File: src/rtl/counter_bank_if.sv
// Control and observation bundle for counter_bank: run/mode/clear/load go in,
// the packed counter values, per-channel flags and the LED tap come out.
interface counter_bank_if #(
    parameter int CW    = 8,
    parameter int NCH   = 2,
    parameter int LED_W = 6
);
    localparam int CHW = (NCH > 1) ? $clog2(NCH) : 1;

    logic                run;
    logic [2*NCH-1:0]    mode;
    logic                clear;
    logic                ld_en;
    logic [CHW-1:0]      ld_ch;
    logic [CW-1:0]       ld_val;
    logic [NCH*CW-1:0]   data_out;
    logic [NCH-1:0]      sat;
    logic [NCH-1:0]      wrap;
    logic [LED_W-1:0]    led;

    modport master (
        output run, mode, clear, ld_en, ld_ch, ld_val,
        input  data_out, sat, wrap, led
    );

    modport slave (
        input  run, mode, clear, ld_en, ld_ch, ld_val,
        output data_out, sat, wrap, led
    );
endinterface : counter_bank_if

File: src/rtl/counter_bank.sv
// Bank of NCH cascaded CW-bit counters. Each channel holds, wraps up, saturates
// up at LIMIT or wraps down; channel k advances only when channel k-1 is odd.
module counter_bank #(
    parameter int            CW    = 8,
    parameter int            NCH   = 2,
    parameter logic [CW-1:0] LIMIT = 8'hF0,
    parameter int            LED_W = 6
) (
    input  logic          clk,
    input  logic          reset,
    counter_bank_if.slave bus
);
    localparam int CHW = (NCH > 1) ? $clog2(NCH) : 1;

    typedef enum logic [1:0] {
        MODE_HOLD      = 2'b00,
        MODE_UP_WRAP   = 2'b01,
        MODE_UP_SAT    = 2'b10,
        MODE_DOWN_WRAP = 2'b11
    } mode_e;

    logic [CW-1:0]  cnt_q [NCH];
    logic [CW-1:0]  cnt_d [NCH];
    logic [NCH-1:0] wrap_q;
    logic [NCH-1:0] wrap_d;
    logic [NCH-1:0] stb;
    logic           ld_in_range;
    logic           ld_hit;

    // When NCH is a power of two every encodable ld_ch names a real channel.
    if ((1 << CHW) == NCH) begin : g_ld_full
        assign ld_in_range = 1'b1;
    end else begin : g_ld_partial
        assign ld_in_range = (bus.ld_ch < CHW'(NCH));
    end

    assign ld_hit = bus.ld_en && ld_in_range;

    // NOTE: every variable driven here gets a default before any branch, so no
    // path through the block can leave it unassigned and infer a latch.
    always_comb begin
        stb = '0;
        stb[0] = bus.run;
        // The cascade looks at pre-edge state, so a load on channel k-1 still
        // gates channel k with the value being overwritten.
        for (int k = 1; k < NCH; k++) begin
            stb[k] = stb[k-1]
                   && (mode_e'(bus.mode[2*(k-1) +: 2]) != MODE_HOLD)
                   && cnt_q[k-1][0];
        end
    end

    always_comb begin
        mode_e m;
        m      = MODE_HOLD;
        wrap_d = '0;
        for (int k = 0; k < NCH; k++) begin
            cnt_d[k] = cnt_q[k];
        end

        for (int k = 0; k < NCH; k++) begin
            m = mode_e'(bus.mode[2*k +: 2]);
            if (stb[k]) begin
                unique case (m)
                    MODE_HOLD: ;
                    MODE_UP_WRAP: begin
                        cnt_d[k]  = cnt_q[k] + 1'b1;
                        wrap_d[k] = (cnt_q[k] == '1);
                    end
                    MODE_UP_SAT: begin
                        // Values loaded above LIMIT freeze as well.
                        if (cnt_q[k] < LIMIT) begin
                            cnt_d[k] = cnt_q[k] + 1'b1;
                        end
                    end
                    MODE_DOWN_WRAP: begin
                        cnt_d[k]  = cnt_q[k] - 1'b1;
                        wrap_d[k] = (cnt_q[k] == '0);
                    end
                endcase
            end

            if (ld_hit && (int'(bus.ld_ch) == k)) begin
                cnt_d[k]  = bus.ld_val;
                wrap_d[k] = 1'b0;
            end

            if (bus.clear) begin
                cnt_d[k]  = '0;
                wrap_d[k] = 1'b0;
            end
        end
    end

    // NOTE: state registers use non-blocking assignments so every counter
    // samples the same pre-edge values of its neighbours. The counters are
    // plain flops, not a RAM, so they can all be cleared by reset.
    always_ff @(posedge clk or posedge reset) begin
        if (reset) begin
            for (int k = 0; k < NCH; k++) begin
                cnt_q[k] <= '0;
            end
            wrap_q <= '0;
        end else begin
            cnt_q  <= cnt_d;
            wrap_q <= wrap_d;
        end
    end

    logic [NCH*CW-1:0] data_w;
    logic [NCH-1:0]    sat_w;

    always_comb begin
        data_w = '0;
        sat_w  = '0;
        for (int k = 0; k < NCH; k++) begin
            data_w[k*CW +: CW] = cnt_q[k];
            sat_w[k] = (mode_e'(bus.mode[2*k +: 2]) == MODE_UP_SAT)
                     && (cnt_q[k] >= LIMIT);
        end
    end

    assign bus.data_out = data_w;
    assign bus.sat      = sat_w;
    assign bus.wrap     = wrap_q;
    assign bus.led      = cnt_q[NCH-1][LED_W-1:0];

endmodule : counter_bank

File: src/flat_wrapper.sv
// flat-port wrapper written by rule: the top's interface ports become plain ports
module counter_bank_flat 
#(
    parameter int            CW    = 8,
    parameter int            NCH   = 2,
    parameter logic [CW-1:0] LIMIT = 8'hF0,
    parameter int            LED_W = 6
)
  (clk, reset, bus_run, bus_mode, bus_clear, bus_ld_en, bus_ld_ch, bus_ld_val, bus_data_out, bus_sat, bus_wrap, bus_led);
  counter_bank_if #(.CW(CW), .NCH(NCH), .LED_W(LED_W)) bus_i ();
  input  logic clk;
  input  logic reset;
  input wire logic [$bits(bus_i.run)-1:0] bus_run;
  input wire logic [$bits(bus_i.mode)-1:0] bus_mode;
  input wire logic [$bits(bus_i.clear)-1:0] bus_clear;
  input wire logic [$bits(bus_i.ld_en)-1:0] bus_ld_en;
  input wire logic [$bits(bus_i.ld_ch)-1:0] bus_ld_ch;
  input wire logic [$bits(bus_i.ld_val)-1:0] bus_ld_val;
  output wire logic [$bits(bus_i.data_out)-1:0] bus_data_out;
  output wire logic [$bits(bus_i.sat)-1:0] bus_sat;
  output wire logic [$bits(bus_i.wrap)-1:0] bus_wrap;
  output wire logic [$bits(bus_i.led)-1:0] bus_led;
  assign bus_i.run = bus_run;
  assign bus_i.mode = bus_mode;
  assign bus_i.clear = bus_clear;
  assign bus_i.ld_en = bus_ld_en;
  assign bus_i.ld_ch = bus_ld_ch;
  assign bus_i.ld_val = bus_ld_val;
  assign bus_data_out = bus_i.data_out;
  assign bus_sat = bus_i.sat;
  assign bus_wrap = bus_i.wrap;
  assign bus_led = bus_i.led;
  counter_bank #(.CW(CW), .NCH(NCH), .LIMIT(LIMIT), .LED_W(LED_W)) u_core (.clk(clk), .reset(reset), .bus(bus_i));
endmodule
File: config.mk
export PLATFORM = sky130hd
export DESIGN_NAME = counter_bank_flat
export DESIGN_NICKNAME = d
export VERILOG_FILES = /design/src/rtl/counter_bank_if.sv /design/src/rtl/counter_bank.sv /design/src/flat_wrapper.sv
export SDC_FILE = /design/constraint.sdc
export NUM_CORES = 1
export LEC_CHECK = 0
export CAP_MARGIN = 15
export CORE_MARGIN = 2
export CORE_UTILIZATION = 29
export DETAILED_ROUTE_END_ITERATION = 7
export GPL_ROUTABILITY_DRIVEN = 0
export HOLD_SLACK_MARGIN = 0.06
export PLACE_DENSITY = 0.58
export SLEW_MARGIN = 20
export SYNTH_ARGS = -nofsm -noshare
export SYNTH_HDL_FRONTEND = slang
export SYNTH_SLANG_ARGS = --single-unit
File: constraint.sdc
create_clock -name clk -period 2 [get_ports clk]
set_input_delay 0.2 -clock clk [delete_from_list [all_inputs] [get_ports clk]]
set_output_delay 0.2 -clock clk [all_outputs]
set_load 0.005 [all_outputs]
After elaboration in Yosys (flattened, before gate mapping)
Cells that the tools add are included.

storage, ports and cells
  register bits after elaboration = 18
  input bits = 18
  output and inout port bits = 26

cells by class
  add/subtract/negate cells = 4
  magnitude comparators = 4
  eq/ne operators = 10
  mux-type cells = 18
  bitwise gates (word level) = 1
  reduce and logical (&&, ||, !) cells = 15

operators by type and width
  operator               number
  $mux W8                8
  $pmux W8 S3            2
  $add A8 B1 Y8 const B  2
  $eq A8 B8 Y1 const B   2
  $ge A8 B8 Y1 const B   2
  $logic_not A8 Y1       2
  $lt A8 B8 Y1 const B   2
  $sub A8 B1 Y8 const B  2
  $reduce_bool A5 Y1     2
  $eq A2 B2 Y1 const B   4
  $ne A4 B2 Y1 const B   2
  $logic_and A1 B1 Y1    6
  $mux W1                6
  $reduce_and A3 Y1      2
  $reduce_bool A3 Y1     2
  $eq A2 B1 Y1 const B   2
  $pmux W1 S2            2
  $reduce_bool A2 Y1     1
  $not A1 Y1             1

Longest topological paths before layout
  depth in word-level cells = 6
  mapped depth = 10
  depth with buffers taken out = 9

Worst setup path after synthesis
OpenSTA, ideal clock, no wires.

  path type = input to register
  start = input port bus_mode[2]
  end = register u_core.cnt_q (netlist bit u_core.bus.data_out[15])
  arrival time = 1.719 ns
  data required time = 1.866 ns
  slack = 0.147 ns
  cell stages on the path = 10
  buffers on the path = 1
  path through = buf_2 > nand2_2 > inv_1 > ha_1 > a31oi_1 > o21ai_0 > o21ai_1 > xnor2_1 > a221oi_1 > nor4_2

between the ends
  word-level cells in the longest chain between the ends = 5
  elaborated cells between the ends (all ways) = 10

ends and longest elaborated chain
  item                                                 line                 source
  start, declared                                      flat_wrapper.sv:14   input wire logic [$bits(bus_i.mode)-1:0] bus_mode;
  $eq A2 B2 Y1 / $eq A2 B1 Y1 (equally long branches)  counter_bank.sv:64   unique case (m)
  $pmux W8 S3                                          counter_bank.sv:64
  $mux W8                                              counter_bank.sv:63   if (stb[k]) begin
  $mux W8                                              counter_bank.sv:83   if (ld_hit && (int'(bus.ld_ch) == k)) begin
  $mux W8                                              counter_bank.sv:88   if (bus.clear) begin
  end signal, assigned                                 counter_bank.sv:105  cnt_q <= cnt_d;
  end, declared                                        counter_bank.sv:22   logic [CW-1:0] cnt_q [NCH];

Several ways; a longest one is shown, not always the timed one. The select of a mux whose other input is x is not followed.
A chain may end at the register's enable or synchronous reset.

Final worst setup path
Ends and elaborated chain as after synthesis.

==> out/qor.csv <==
stage,metric,value,unit
run_status,status,"complete, no violations",
clock_network,htree_levels,1,
setup_path,path_class,input pin to register,
hold_path,hold_class,input pin to async pin,
global_routing,grt_antenna_before_repair,0,
route,wl_per_cell,14.43,um
clock_network,cts_tree,yes,
clock_network,hold_buffers,0,
route,vias_per_cell,5.314,
floorplanning,die_h,80.35,um
floorplanning,initial_core_util,30.33,%
setup_path,start_kind,input pin,
timing,hold_viol_final,0,
timing,finalWorstSetupSlack,0.07573,ns
timing,setup_violations,0,
place,postPlaceCellArea,0.002430,mm^2
timing,rsz0062_at_grt,yes,
setup_path,end_kind,register,
layout,final_cell_area,0.002547,mm^2
synth,syn_area,0.001690,mm^2
synth,ys_warn_count,0,
clock_network,path_clk_slew,0.07,ns
place,pre_cts_ws,-0.2752,ns
timing,fin_hold_ws,0.2583,ns
synth,syn_area_per_cell,8.368,um^2
global_routing,grt_max_degree,19,
synth,synth-seq-cells,18,
clock_network,worstSkewPairLatency,0.25,ns
clock_network,cts_root_buf,clkbuf_8,
floorplanning,fp.dieW,80.35,um
clock_network,cts_max_path_buffers,2,
floorplanning,die-area,0.006455,mm^2
timing,period_minus_slack,1.924,ns
timing,tightestPinTransition,0.4634,ns
setup_path,slowest_stage,clkdlybuf4s50_1,
timing,max_slew_margin,69.11,%
layout,final_core_util,45.70,%
setup_path,worstReg2RegStart,u_core.bus.data_out[1]$_DFFE_PP0P_,
setup_path,reg2reg_to,u_core.bus.data_out[7]$_DFFE_PP0P_,
clock_network,numCtsBuffers,3,
setup_path,worstPathArrival,2.06,ns
synth,synth_area_leaders,"dfrtp_1 27%, ha_1 5.9%, xnor2_1 4.7%",
setup_path,r2r_slack,0.16,ns
synth,syn_nets,228,
floorplanning,top_level_ports,44,
timing,slew_violations,0,
setup_path,cp_slowest_stage_delay,0.43,ns
setup_path,cp_cell_sequence,"clkdlybuf4s50_1, nand2_2, inv_2, buf_4, ha_1, o21ai_0, nand2b_1, o21ai_1, xnor2_1, a221oi_1, nor4_2",
synth,synth_enable_flop_cells,0,
timing,finalCritPeriodShare,96.21,%
power_and_ir_drop,ir_drop,0.2611,mV
layout,area_delta_synth_final,50.70,%
timing,fmax,519.7,MHz
floorplanning,core_area,0.005574,mm^2
route,vias,1844,
setup_path,crit_fanout,4,
synth,postSynth.asyncResetShare,100.0,%
setup_path,cp.required,2.13,ns
route,drtPass1Iterations,4,
layout,layout_common_cells,"42 x buf_4, 41 x clkdlybuf4s50_1, 18 x nand2_1, 18 x dfrtp_1, 17 x nor2_1",
place,io_buffers,43,
global_routing,grt_pass1_wl,8.307,mm
global_routing,track_usage,16.33,%
power_and_ir_drop,p_leak,1.046,nW
clock_network,postCtsSetupBuffers,0,
route,drc_errors,0,
synth,yosysTopAreaCellShare,26.65,%
synth,syn_inst,202,
power_and_ir_drop,power_density,481.7,mW/mm^2
place,place_hpwl,3.953,mm
layout,final_common_cell,buf_4,
layout,drive_above_1_share,25.82,%
floorplanning,rows,27,
route,drtIter0Drc,121,
route,wl,5.008,mm
synth,synth-seq-area-share,26.65,%
setup_path,critPathBufInv,3,
synth,synth_area_leader_cell,dfrtp_1,
timing,fin_setup_tns,0,ns
route,antenna_left,0,
synth,ys_types,61,
global_routing,grt_overflow,0,
layout,diodes,0,
global_routing,grt_pass1_vias,1712,
clock_network,cts.sinks,18,
layout,final_nets,302,
timing,clock_skew,0.001172,ns
setup_path,r2r_cells,7,
setup_path,crit_family,buffers and inverters,
run,cap_violations,0,
synth,synthFlopType,dfrtp_1,
## flip-flops by register name (all words and copies together) (netlist names)
name and cells:
u_core.bus.data_out 16, u_core.bus.wrap 2
## timing repair
item                       CTS  global route
resized for setup            1            15
cloned                       0             0
pin swaps                    0             5
setup endpoints to repair    1             8
## metal layers
| metal | up-vias | GRT usage (%) | wire, um |
|---|---|---|---|
| met2 | 42 | 25.42 | 2237 |
| met1 | 898 | 23.48 | 2496 |
| met5 | - | 0 | 0 |
| met3 | 4 | 3.820 | 246 |
| met4 | 0 | 2.034 | 29 |
| li1 | 900 | - | - |
## per-stage QoR
step | cells | total power, W
6_report | 347 | 0.001227
4_1_cts | 347 | 0.001224
3_5_place_dp | 343 | 0.0009167
5_1_grt | 347 | 0.001311
3_3_place_gp | 343 | 0.0009133
2_1_floorplan | 202 | 0.0006745
## power breakdown
part	switching (W)	internal [W]	total, W	leakage (nW)
clock	0.000124	0.000175	0.000299	0.0288
sequential	0.0000352	0.000390	0.000425	0.240
combinational	0.000229	0.000274	0.000503	0.777
## synthesized netlist by cell type (2+ instances only)
master    count
a21oi_1      12
or3_1         2
nor4_1        4
nor3b_1       4
buf_4         6
xor2_1        2
inv_1         8
and2_1        2
nor2_1       17
nor2b_1       2
xnor2_1       9
o211ai_1      4
nand2_2       2
a311oi_1      5
buf_2         5
o21ai_0       7
nand3_1       5
o2111a_1      2
a31oi_1       3
nand4_1       4
dfrtp_1      18
clkbuf_1      3
nand3b_1      3
o21ai_1       4
nand2_1      18
a211oi_1      6
nand2b_1      3
ha_1          8
o211a_1       2
## worst min-delay path: cells and delay by family
kind	cells	cell delay (ns)
buffers and inverters	3	0.69
## cell families after synthesis
kind of cell | share of synthesized area [%]
and+or+nand+nor | 24.35
xor gates and xnor gates | 5.700
AOI/OAI and AO/OA | 29.39
adders and majority gates | 5.922
buffers and inverters | 7.994
DFF | 26.65
## how the worst max path moves through the flow
stage,startpoint,depth (start not counted),to
2_1_floorplan,bus_mode[2],10,u_core.bus.data_out[15]$_DFFE_PP0P_
6_report,bus_mode[2],11,u_core.bus.data_out[15]$_DFFE_PP0P_
4_1_cts,bus_mode[3],10,u_core.bus.data_out[15]$_DFFE_PP0P_
5_1_grt,bus_mode[2],11,u_core.bus.data_out[15]$_DFFE_PP0P_
3_3_place_gp,bus_mode[0],9,u_core.bus.data_out[6]$_DFFE_PP0P_
3_5_place_dp,bus_mode[0],9,u_core.bus.data_out[6]$_DFFE_PP0P_
## layout make-up
cell class | count | area [um^2]
Fill cell | 581 | 3027
Multi-Input combinational cell | 159 | 1162
Timing Repair Buffer | 85 | 750.7
Sequential cell | 18 | 450.4
Tap cell | 72 | 90.09
Clock buffer | 4 | 55.05
Inverter | 9 | 38.79
Note: power is estimated with default switching activity, not from simulation.
